**src/rtl/muldiv_unit_if.sv**
```systemverilog
// rtl/muldiv_unit_if.sv - request/result bundle between the control unit and the multiply/divide engine
//
// Signals:
//   start    - one-cycle operation request (accepted only when not busy)
//   op       - 00 MULT, 01 MULTU, 10 DIV, 11 DIVU
//   a_in     - multiplicand / dividend
//   b_in     - multiplier / divisor
//   hi_we    - direct write of wdata into HI (MTHI)
//   lo_we    - direct write of wdata into LO (MTLO)
//   wdata    - data for HI/LO direct writes
//   busy     - operation in flight
//   done     - one-cycle completion pulse
//   div_zero - one-cycle pulse with done on a divide by zero
//   hi_out   - HI register
//   lo_out   - LO register
// master = control unit side, slave = engine side.

interface muldiv_unit_if #(
    parameter int WIDTH = 32
);
    logic             start;
    logic [1:0]       op;
    logic [WIDTH-1:0] a_in;
    logic [WIDTH-1:0] b_in;
    logic             hi_we;
    logic             lo_we;
    logic [WIDTH-1:0] wdata;
    logic             busy;
    logic             done;
    logic             div_zero;
    logic [WIDTH-1:0] hi_out;
    logic [WIDTH-1:0] lo_out;

    modport master (
        output start, op, a_in, b_in, hi_we, lo_we, wdata,
        input  busy, done, div_zero, hi_out, lo_out
    );

    modport slave (
        input  start, op, a_in, b_in, hi_we, lo_we, wdata,
        output busy, done, div_zero, hi_out, lo_out
    );
endinterface

```
**src/rtl/muldiv_unit.sv**
```systemverilog
// rtl/muldiv_unit.sv - multicycle multiply/divide engine owning the HI/LO registers
//
// Ports:
//   clk   - system clock, rising edge
//   reset - synchronous, active-high reset
//   bus   - muldiv_unit_if.slave: start/op/a_in/b_in/hi_we/lo_we/wdata in,
//           busy/done/div_zero/hi_out/lo_out out
//
// Operations work on operand magnitudes (radix-2 shift-add multiply,
// restoring shift-subtract divide) and apply the result signs in a single
// fix-up cycle. A result is ready WIDTH+2 cycles after the start cycle.

module muldiv_unit #(
    parameter int WIDTH = 32,
    parameter int CNT_W = $clog2(WIDTH) + 1
) (
    input logic         clk,
    input logic         reset,
    muldiv_unit_if.slave bus
);

    typedef enum logic [1:0] {IDLE, CALC, FIX, DONE} state_t;

    state_t               state;
    logic [CNT_W-1:0]     cnt;
    logic                 is_div;
    logic                 neg_lo;     // product / quotient sign
    logic                 neg_hi;     // remainder sign
    logic [WIDTH-1:0]     opnd;       // multiplicand magnitude or divisor magnitude
    logic [2*WIDTH-1:0]   acc;        // mult: {partial product, multiplier}; div: {remainder, quotient}

    logic                 op_signed;
    logic                 a_neg;
    logic                 b_neg;
    logic [WIDTH-1:0]     a_abs;
    logic [WIDTH-1:0]     b_abs;
    logic                 accept;
    logic [WIDTH-1:0]     addend;
    logic [WIDTH:0]       mul_sum;
    logic [WIDTH:0]       div_diff;
    logic [2*WIDTH-1:0]   prod_fix;
    logic [WIDTH-1:0]     quo_fix;
    logic [WIDTH-1:0]     rem_fix;

    always_comb begin
        op_signed = ~bus.op[0];
        a_neg     = op_signed & bus.a_in[WIDTH-1];
        b_neg     = op_signed & bus.b_in[WIDTH-1];
        // The most negative value maps onto itself, which read unsigned is its magnitude.
        a_abs     = a_neg ? -bus.a_in : bus.a_in;
        b_abs     = b_neg ? -bus.b_in : bus.b_in;
        // A new request is taken in IDLE and also in DONE so operations can run back-to-back.
        accept    = bus.start && ((state == IDLE) || (state == DONE));

        addend    = acc[0] ? opnd : '0;
        mul_sum   = {1'b0, acc[2*WIDTH-1:WIDTH]} + {1'b0, addend};
        // Shifted partial remainder minus divisor; bit WIDTH set means it did not fit.
        div_diff  = acc[2*WIDTH-1:WIDTH-1] - {1'b0, opnd};

        prod_fix  = neg_lo ? -acc : acc;
        quo_fix   = neg_lo ? -acc[WIDTH-1:0] : acc[WIDTH-1:0];
        rem_fix   = neg_hi ? -acc[2*WIDTH-1:WIDTH] : acc[2*WIDTH-1:WIDTH];
    end

    always_ff @(posedge clk) begin
        if (reset) begin
            state        <= IDLE;
            cnt          <= '0;
            is_div       <= 1'b0;
            neg_lo       <= 1'b0;
            neg_hi       <= 1'b0;
            opnd         <= '0;
            acc          <= '0;
            bus.busy     <= 1'b0;
            bus.done     <= 1'b0;
            bus.div_zero <= 1'b0;
            bus.hi_out   <= '0;
            bus.lo_out   <= '0;
        end else begin
            bus.done     <= 1'b0;
            bus.div_zero <= 1'b0;

            case (state)
                IDLE: begin
                    if (bus.hi_we) bus.hi_out <= bus.wdata;
                    if (bus.lo_we) bus.lo_out <= bus.wdata;
                end
                CALC: begin
                    if (is_div) begin
                        if (div_diff[WIDTH])
                            acc <= {acc[2*WIDTH-2:0], 1'b0};
                        else
                            acc <= {div_diff[WIDTH-1:0], acc[WIDTH-2:0], 1'b1};
                    end else begin
                        acc <= {mul_sum, acc[WIDTH-1:1]};
                    end
                    cnt <= cnt - 1'b1;
                    if (cnt == CNT_W'(1)) state <= FIX;
                end
                FIX: begin
                    if (is_div) begin
                        bus.hi_out <= rem_fix;
                        bus.lo_out <= quo_fix;
                    end else begin
                        bus.hi_out <= prod_fix[2*WIDTH-1:WIDTH];
                        bus.lo_out <= prod_fix[WIDTH-1:0];
                    end
                    bus.busy <= 1'b0;
                    bus.done <= 1'b1;
                    state    <= DONE;
                end
                DONE: begin
                    state <= IDLE;
                end
                default: state <= IDLE;
            endcase

            // Placed after the case so an accept in DONE overrides the return to IDLE.
            if (accept) begin
                is_div <= bus.op[1];
                neg_lo <= op_signed & (bus.a_in[WIDTH-1] ^ bus.b_in[WIDTH-1]);
                neg_hi <= op_signed & bus.a_in[WIDTH-1];
                if (bus.op[1] && (bus.b_in == '0)) begin
                    // HI/LO keep their values; only the flags report the fault.
                    state        <= DONE;
                    bus.done     <= 1'b1;
                    bus.div_zero <= 1'b1;
                end else begin
                    state    <= CALC;
                    bus.busy <= 1'b1;
                    cnt      <= CNT_W'(WIDTH);
                    if (bus.op[1]) begin
                        opnd <= b_abs;
                        acc  <= {{WIDTH{1'b0}}, a_abs};
                    end else begin
                        opnd <= a_abs;
                        acc  <= {{WIDTH{1'b0}}, b_abs};
                    end
                end
            end
        end
    end

endmodule

```
**src/flat_wrapper.sv**
```systemverilog
// flat-port wrapper written by rule: the top's interface ports become plain ports
module muldiv_unit_flat 
#(
    parameter int WIDTH = 32,
    parameter int CNT_W = $clog2(WIDTH) + 1
)
  (clk, reset, bus_start, bus_op, bus_a_in, bus_b_in, bus_hi_we, bus_lo_we, bus_wdata, bus_busy, bus_done, bus_div_zero, bus_hi_out, bus_lo_out);
  muldiv_unit_if #(.WIDTH(WIDTH)) bus_i ();
  input logic clk;
  input logic reset;
  input wire logic [$bits(bus_i.start)-1:0] bus_start;
  input wire logic [$bits(bus_i.op)-1:0] bus_op;
  input wire logic [$bits(bus_i.a_in)-1:0] bus_a_in;
  input wire logic [$bits(bus_i.b_in)-1:0] bus_b_in;
  input wire logic [$bits(bus_i.hi_we)-1:0] bus_hi_we;
  input wire logic [$bits(bus_i.lo_we)-1:0] bus_lo_we;
  input wire logic [$bits(bus_i.wdata)-1:0] bus_wdata;
  output wire logic [$bits(bus_i.busy)-1:0] bus_busy;
  output wire logic [$bits(bus_i.done)-1:0] bus_done;
  output wire logic [$bits(bus_i.div_zero)-1:0] bus_div_zero;
  output wire logic [$bits(bus_i.hi_out)-1:0] bus_hi_out;
  output wire logic [$bits(bus_i.lo_out)-1:0] bus_lo_out;
  assign bus_i.start = bus_start;
  assign bus_i.op = bus_op;
  assign bus_i.a_in = bus_a_in;
  assign bus_i.b_in = bus_b_in;
  assign bus_i.hi_we = bus_hi_we;
  assign bus_i.lo_we = bus_lo_we;
  assign bus_i.wdata = bus_wdata;
  assign bus_busy = bus_i.busy;
  assign bus_done = bus_i.done;
  assign bus_div_zero = bus_i.div_zero;
  assign bus_hi_out = bus_i.hi_out;
  assign bus_lo_out = bus_i.lo_out;
  muldiv_unit #(.WIDTH(WIDTH), .CNT_W(CNT_W)) u_core (.clk(clk), .reset(reset), .bus(bus_i));
endmodule
```
**config.mk**
```make
export PLATFORM = sky130hd
export DESIGN_NAME = muldiv_unit_flat
export DESIGN_NICKNAME = d
export VERILOG_FILES = /design/src/rtl/muldiv_unit_if.sv /design/src/rtl/muldiv_unit.sv /design/src/flat_wrapper.sv
export SDC_FILE = /design/constraint.sdc
export NUM_CORES = 1
export LEC_CHECK = 0
export ABC_CLOCK_PERIOD_IN_PS = 6700
export BUFFER_PORTS_ARGS = -buffer_cell sky130_fd_sc_hd__buf_4
export CAP_MARGIN = 15
export CORE_AREA = 2 2 184 186
export CTS_CLUSTER_SIZE = 8
export DETAILED_ROUTE_END_ITERATION = 10
export DIE_AREA = 0 0 186 188
export PLACE_DENSITY = 0.7
export SYNTH_ARGS = -nofsm -noshare
export SYNTH_HDL_FRONTEND = slang
export SYNTH_SLANG_ARGS = --single-unit
export TNS_END_PERCENT = 10
```
**constraint.sdc**
```tcl
create_clock -name clk -period 6.7 [get_ports clk]
set_clock_uncertainty 0.15 [all_clocks]
set_input_delay 0.67 -clock clk [delete_from_list [all_inputs] [get_ports clk]]
set_output_delay 0.67 -clock clk [all_outputs]
set_load 0.05 [all_outputs]
```
# Word level (Yosys, flattened, before mapping)

Index checks and enable logic that the tools add are counted.

Flip-flop bits (word level): 174
Bits in latches: 0
RAM bits: 0
Bits in read-only memories: 0
Bits of input ports: 103
Output and inout bits: 67
Word-level logic and storage cells: 79
Memories: 0

Add/sub/neg operators: 8
Multiply operators: 0
Divide/modulo/power cells: 0
$lt $le $gt $ge: 0
Equality and inequality tests: 7
Shift-type cells: 0
Mux-type cells: 33
Bitwise gates (word level): 7
Reductions and logical operators: 12

Operators by type and width:

| operator                                               | count |
|---|---|
| 2-to-1 mux 64 bit                                      | 6 |
| 2-to-1 mux 32 bit                                      | 11 |
| negation 32 bit                                        | 4 |
| one-hot mux 32 bit (2 select lines)                    | 2 |
| negation 64 bit                                        | 1 |
| adder 32 x 32 -> 33 bit                                | 1 |
| subtractor 33 x 32 -> 33 bit                           | 1 |
| logical NOT 32 bit                                     | 1 |
| 2-to-1 mux 6 bit                                       | 3 |
| AND reduction 2 bit                                    | 4 |
| 2-to-1 mux 1 bit                                       | 7 |
| equality test 6 x 1 -> 1 bit (second input constant)   | 1 |
| 2-to-1 mux 2 bit                                       | 3 |
| one-hot mux 2 bit (3 select lines)                     | 1 |
| subtractor 6 x 1 -> 6 bit (second input constant)      | 1 |
| equality test 2 bit (second input constant)            | 2 |
| inequality test 2 bit (second input constant)          | 2 |
| nonzero test 4 bit                                     | 1 |
| AND 1 bit                                              | 3 |
| inequality test 3 x 1 -> 1 bit (second input constant) | 1 |
| NOT 1 bit                                              | 3 |
| equality test 2 x 1 -> 1 bit (second input constant)   | 1 |
| logical AND 1 bit                                      | 2 |
| logical NOT 2 bit                                      | 1 |
| 4 further kinds                                        | 4 |

# Depth between registers and ports, before layout

Depth in word-level cells: 6
Mapped depth: 16
Gate-level depth less buffers: 14

# Worst setup path after synthesis

Ideal clock, no wire load.

Kind: reg-to-reg
From: register u_core.acc[31]
To: register u_core.acc[44]
Library setup time: 0.116 ns
Arrival time: 3.196 ns
Data required time: 6.434 ns
Path slack: 3.238 ns
Stages on the path, launching flop included: 16
Buffers on the path: 1
Period minus slack after synthesis: 3.462 ns
Cells stage by stage: dfxtp_1 -> inv_1 -> ha_1 -> inv_1 -> fa_1 -> a211o_1 -> a211oi_2 -> a211oi_1 -> o311a_2 -> nor2_4 -> o21ai_4 -> xor2_4 -> buf_6 -> mux2_2 -> a21oi_1 -> nor2_1

Word-level cells in the longest chain between the ends: 6

Ends and longest elaborated chain:

| item                           | line               | source |
|---|---|---|
| start: declaration             | muldiv_unit.sv:30  | `logic [2*WIDTH-1:0] acc;` |
| start signal: assignment       | muldiv_unit.sv:91  | `acc <= {acc[2*WIDTH-2:0], 1'b0};` |
| start signal: assignment       | muldiv_unit.sv:93  | `acc <= {div_diff[WIDTH-1:0], acc[WIDTH-2:0], 1'b1};` |
| start signal: assignment       | muldiv_unit.sv:95  | `acc <= {mul_sum, acc[WIDTH-1:1]};` |
| subtractor 33 x 32 -> 33 bit * | muldiv_unit.sv:58  | `div_diff = acc[2*WIDTH-1:WIDTH-1] - {1'b0, opnd};` |
| 2-to-1 mux 64 bit *            | muldiv_unit.sv:90  | `if (div_diff[WIDTH])` |
| 2-to-1 mux 64 bit *            | muldiv_unit.sv:89  | `if (is_div) begin` |
| 2-to-1 mux 64 bit *            | muldiv_unit.sv:83  | `case (state)` |
| 2-to-1 mux 64 bit              | muldiv_unit.sv:123 | `if (bus.op[1] && (bus.b_in == '0)) begin` |
| 2-to-1 mux 64 bit *            | muldiv_unit.sv:119 | `if (accept) begin` |

Every way passes the cells marked *; elsewhere a longest branch is shown, timed or not.
A chain may end at the register's enable or synchronous reset.

# Worst setup path in the final report

From: register u_core.acc[0]
To: register u_core.acc[62]

Word-level cells in the longest chain between the ends: 6

Ends and longest elaborated chain:

| item                      | line               | source |
|---|---|---|
| 2-to-1 mux 32 bit *       | muldiv_unit.sv:55  | `addend = acc[0] ? opnd : '0;` |
| adder 32 x 32 -> 33 bit * | muldiv_unit.sv:56  | `mul_sum = {1'b0, acc[2*WIDTH-1:WIDTH]} + {1'b0, addend};` |
| 2-to-1 mux 64 bit *       | muldiv_unit.sv:89  |  |
| 2-to-1 mux 64 bit *       | muldiv_unit.sv:83  |  |
| 2-to-1 mux 64 bit         | muldiv_unit.sv:123 |  |
| 2-to-1 mux 64 bit *       | muldiv_unit.sv:119 |  |

Marks and branches as above.

==> reports/qor.csv <==
stage,metric,value,unit
worst_setup_path,slowest_stage,inv_1,
logic_synthesis,syn_inst,2017,
cells_and_area,nFillCells,3306,
worst_setup_path,critPathKind,reg -> reg,
cells_and_area,seq_area,3485,um2
logic_synthesis,yosysWarnings,0,
logic_synthesis,ys_seq_area_frac,0.2373,
clocking,cts_root_buffer,clkbuf_16,
logic_synthesis,synth-edff-count,0,
cells_and_area,area_delta_synth_final,13.85,%
clocking,htree_levels,4,
clocking,clkSlewWorstSetupHoldPaths,80,ps
grt,grt_use_total,0.2795,
cells_and_area,drive_gt1_frac,0.1234,
clocking,clk_latency,450,ps
grt,grt_max_degree,110,
sta,fin_crit,4740,ps
clocking,cts_buffer_depth,2,
sta,worst_pin_slew,1131,ps
clocking,post-cts-setup-buffer-count,0,
logic_synthesis,ys_seq_elements,174,
clocking,cts.sinks,174,
drt,viasPerCell,6.033,
drt,routed_wl,50000,um
cells_and_area,fin_nets,2257,
floorplan,start_util,0.4434,
worst_setup_path,r2r_cells,13,
logic_synthesis,avgSynthCellArea,7.279,um2
logic_synthesis,synth.distinct_cells,80,
logic_synthesis,syn-num-nets,2197,
worst_setup_path,timing.rr.end,u_core.acc[62]$_SDFF_PP0_,
sta,hold_viol,0,
cells_and_area,diodes,0,
min_path,min-delay-start,u_core.opnd[30]$_SDFFE_PP0P_,
place,portBuffers,169,
worst_setup_path,cp-start-kind,flip-flop,
drt,dr.pass1.iters,5,
floorplan,fp.dieW,186,um
sta,finalSetupTns,0,ps
worst_setup_path,arrival,4930,ps
worst_setup_path,rr_startpoint,u_core.acc[0]$_SDFF_PP0_,
outcome,status,"finished, final reports clean",
grt,grt_pass1_wl,76910,um
drt,post-route-drc-count,0,
grt,grt_pass1_vias,13858,
sta,setup_viol,0,
worst_setup_path,crit_required,6890,ps
min_path,hold_path_end,u_core.opnd[30]$_SDFFE_PP0P_,
min_path,worstHoldPathCells,2,
place,place_congestion,0.9777,
cells_and_area,design_area,16710,um2
worst_setup_path,cp-end-kind,flip-flop,
logic_synthesis,synth_ff_type,dfxtp_1,
grt,overflow,0,
sta,report.final.slew_viol_count,0,
floorplan,core-area,33110,um2
power_and_ir_drop,power_density,460.3,nW/um2
floorplan,die_area,34970,um2
floorplan,core.rowCount,67,
drt,ant_nets,0,
power_and_ir_drop,irDropWorstVdd,305.7,uV
floorplan,chipHeight,188,um
clocking,cts_tree,built,
cells_and_area,multi_input_area,10460,um2
worst_setup_path,cp_max_fo,32,
worst_setup_path,reg2reg_slack,1960,ps
place,dp_hpwl,38420,um
clocking,cts_resized,0,
drt,drt_iter0_drc,1684,
drt,wl_per_cell,19.70,um
logic_synthesis,async_flop_share,0,
clocking,cts_buffers,17,
sta,rsz0062_at_grt,no,
place,place_area,16100,um2
sta,slew_headroom,0.2446,
power_and_ir_drop,p_leak,6.765,nW
run,maxCapViolations,0,
sta,period_share,0.7075,
min_path,min-delay-path-class,reg -> reg,
logic_synthesis,syn_area,14680,um2
drt,vias,15313,
worst_setup_path,slowest_delay,790,ps
clocking,ctsHoldBuffers,0,
worst_setup_path,crit_chain,"inv_1, nor2_1, ha_1, a211oi_1, o211ai_1, a311oi_1, o31ai_1, o31ai_1, o21ai_0, a311oi_1, mux2i_1, nor2_1, a2111oi_2",
floorplan,ioPinCount,170,
sta,fmax,0.2110,GHz
grt,antenna_found_initial,0,
[flip-flops by register name (all words and copies together), names as in the netlist, 2 cells and up]
signal and flops:
u_core.opnd 32, u_core.cnt 6, u_core.acc 64, u_core.bus.lo_out 32
u_core.state 2, u_core.bus.hi_out 32
[layer usage]
metal  up-vias  share of wire  GRT usage
met3        89          0.088    0.04816
met1      7156           0.46     0.4076
met5         -              0          0
li1       7369              -          -
met4         0          0.031    0.09328
met2       699           0.42     0.4126
[worst max-delay path, delay by kind of cell (launching register included)]
kind                       cells  cell delay (ps)
adders and majority gates      1              350
buffers and inverters          1              790
muxes                          1              230
AOI/OAI and AO/OA              8             2490
DFF                            1              370
and+or+nand+nor                2              240
[layout by cell type (no fill, tap or decap), types with 8 or more instances in the layout]
cell	instances
o21ai_0	101
inv_1	63
dfxtp_1	173
nor4_1	16
xor2_1	87
buf_4	180
or4_1	8
and3_1	8
o221ai_1	9
nor2_1	262
nor3_1	35
nand2_1	199
xnor2_1	90
or3_1	16
nand2b_1	16
o22ai_1	12
clkbuf_16	17
o41ai_1	13
o211ai_1	73
nor2b_1	9
o31ai_1	26
a21o_1	37
and2_1	14
nand4_1	13
o21a_1	12
a211oi_1	82
a31oi_1	24
a21oi_1	232
ha_1	73
mux2_2	11
mux2i_1	50
nand3_1	21
[logic make-up after synthesis]
group | count (synthesis) | synth area share
xor+xnor | 178 | 0.1075
mux | 61 | 0.04253
buf+inv | 204 | 0.05369
compound gates | 674 | 0.2922
fa+ha+maj | 77 | 0.06664
simple gates | 649 | 0.2002
flops | 174 | 0.2373
[cells in the mapped netlist (all sizes together), types with 4 or more instances]
cell | instances | share of area
mux2 | 11 | 0.0084
mux2i | 50 | 0.034
nor4b | 5 | 0.0030
nor2b | 10 | 0.0043
clkbuf | 117 | 0.030
o221ai | 9 | 0.0054
o22ai | 13 | 0.0060
a21oi | 236 | 0.081
a211oi | 84 | 0.044
and2 | 14 | 0.0060
inv | 63 | 0.016
dfxtp | 174 | 0.24
or4 | 9 | 0.0049
o41ai | 14 | 0.0089
nor3 | 37 | 0.014
and3 | 8 | 0.0034
o21bai | 7 | 0.0036
buf | 22 | 0.0072
xnor2 | 90 | 0.054
o21a | 13 | 0.0067
or2 | 5 | 0.0023
a311oi | 6 | 0.0036
a31oi | 24 | 0.010
a21o | 37 | 0.019
a211o | 4 | 0.0024
nand2b | 17 | 0.0072
nand4 | 13 | 0.0055
o31ai | 26 | 0.013
nor4 | 17 | 0.0083
o211ai | 73 | 0.037
ha | 75 | 0.064
nand2 | 199 | 0.051
xor2 | 88 | 0.054
nand3 | 21 | 0.0072
nor3b | 5 | 0.0026
nor2 | 265 | 0.069
or3 | 17 | 0.0076
o21ai | 105 | 0.037
[per-stage QoR]
stage / setup WS (ps) / std cells / hold WS [ps] / utilization / total power [mW]
global placement: 2130 / 2506 / 293.0 / 0.4862 / 6.447
floorplan: 3238 / 2017 / 281.9 / - / 5.240
detailed placement: 2116 / 2506 / 293.7 / 0.4862 / 6.508
CTS: 2061 / 2538 / 304.2 / 0.5048 / 7.584
global route: 1554 / 2538 / 314.5 / 0.5048 / 8.187
finish: 1960 / 2538 / 305.7 / 0.5048 / 7.694
[report_power, final]
group | switching [mW] | internal, mW | total [mW] | leakage (nW)
Clock | 0.523 | 0.543 | 1.07 | 0.303
Sequential | 0.427 | 1.33 | 1.75 | 1.43
Combinational | 3.13 | 1.74 | 4.87 | 5.03
[layout make-up]
type	instances	area share
clock inverter	15	0.01145
sequential	174	0.2085
tap	448	0.03354
multi-input combinational	1639	0.6256
timing repair buffer	180	0.08084
inverter	65	0.01460
clock buffer	17	0.02545
[worst max path at each step]
stage / slack, ps / start / cells after the start / end
global route: 1550 / u_core.acc[0]$_SDFF_PP0_ / 13 / u_core.acc[62]$_SDFF_PP0_
finish: 1960 / u_core.acc[0]$_SDFF_PP0_ / 13 / u_core.acc[62]$_SDFF_PP0_
detailed placement: 2120 / u_core.acc[0]$_SDFF_PP0_ / 13 / u_core.acc[62]$_SDFF_PP0_
CTS: 2060 / u_core.acc[0]$_SDFF_PP0_ / 13 / u_core.acc[62]$_SDFF_PP0_
floorplan: 3240 / u_core.acc[31]$_SDFF_PP0_ / 15 / u_core.acc[44]$_SDFF_PP0_
global placement: 2130 / u_core.acc[0]$_SDFF_PP0_ / 13 / u_core.acc[62]$_SDFF_PP0_
(Power assumes the default switching activity.)
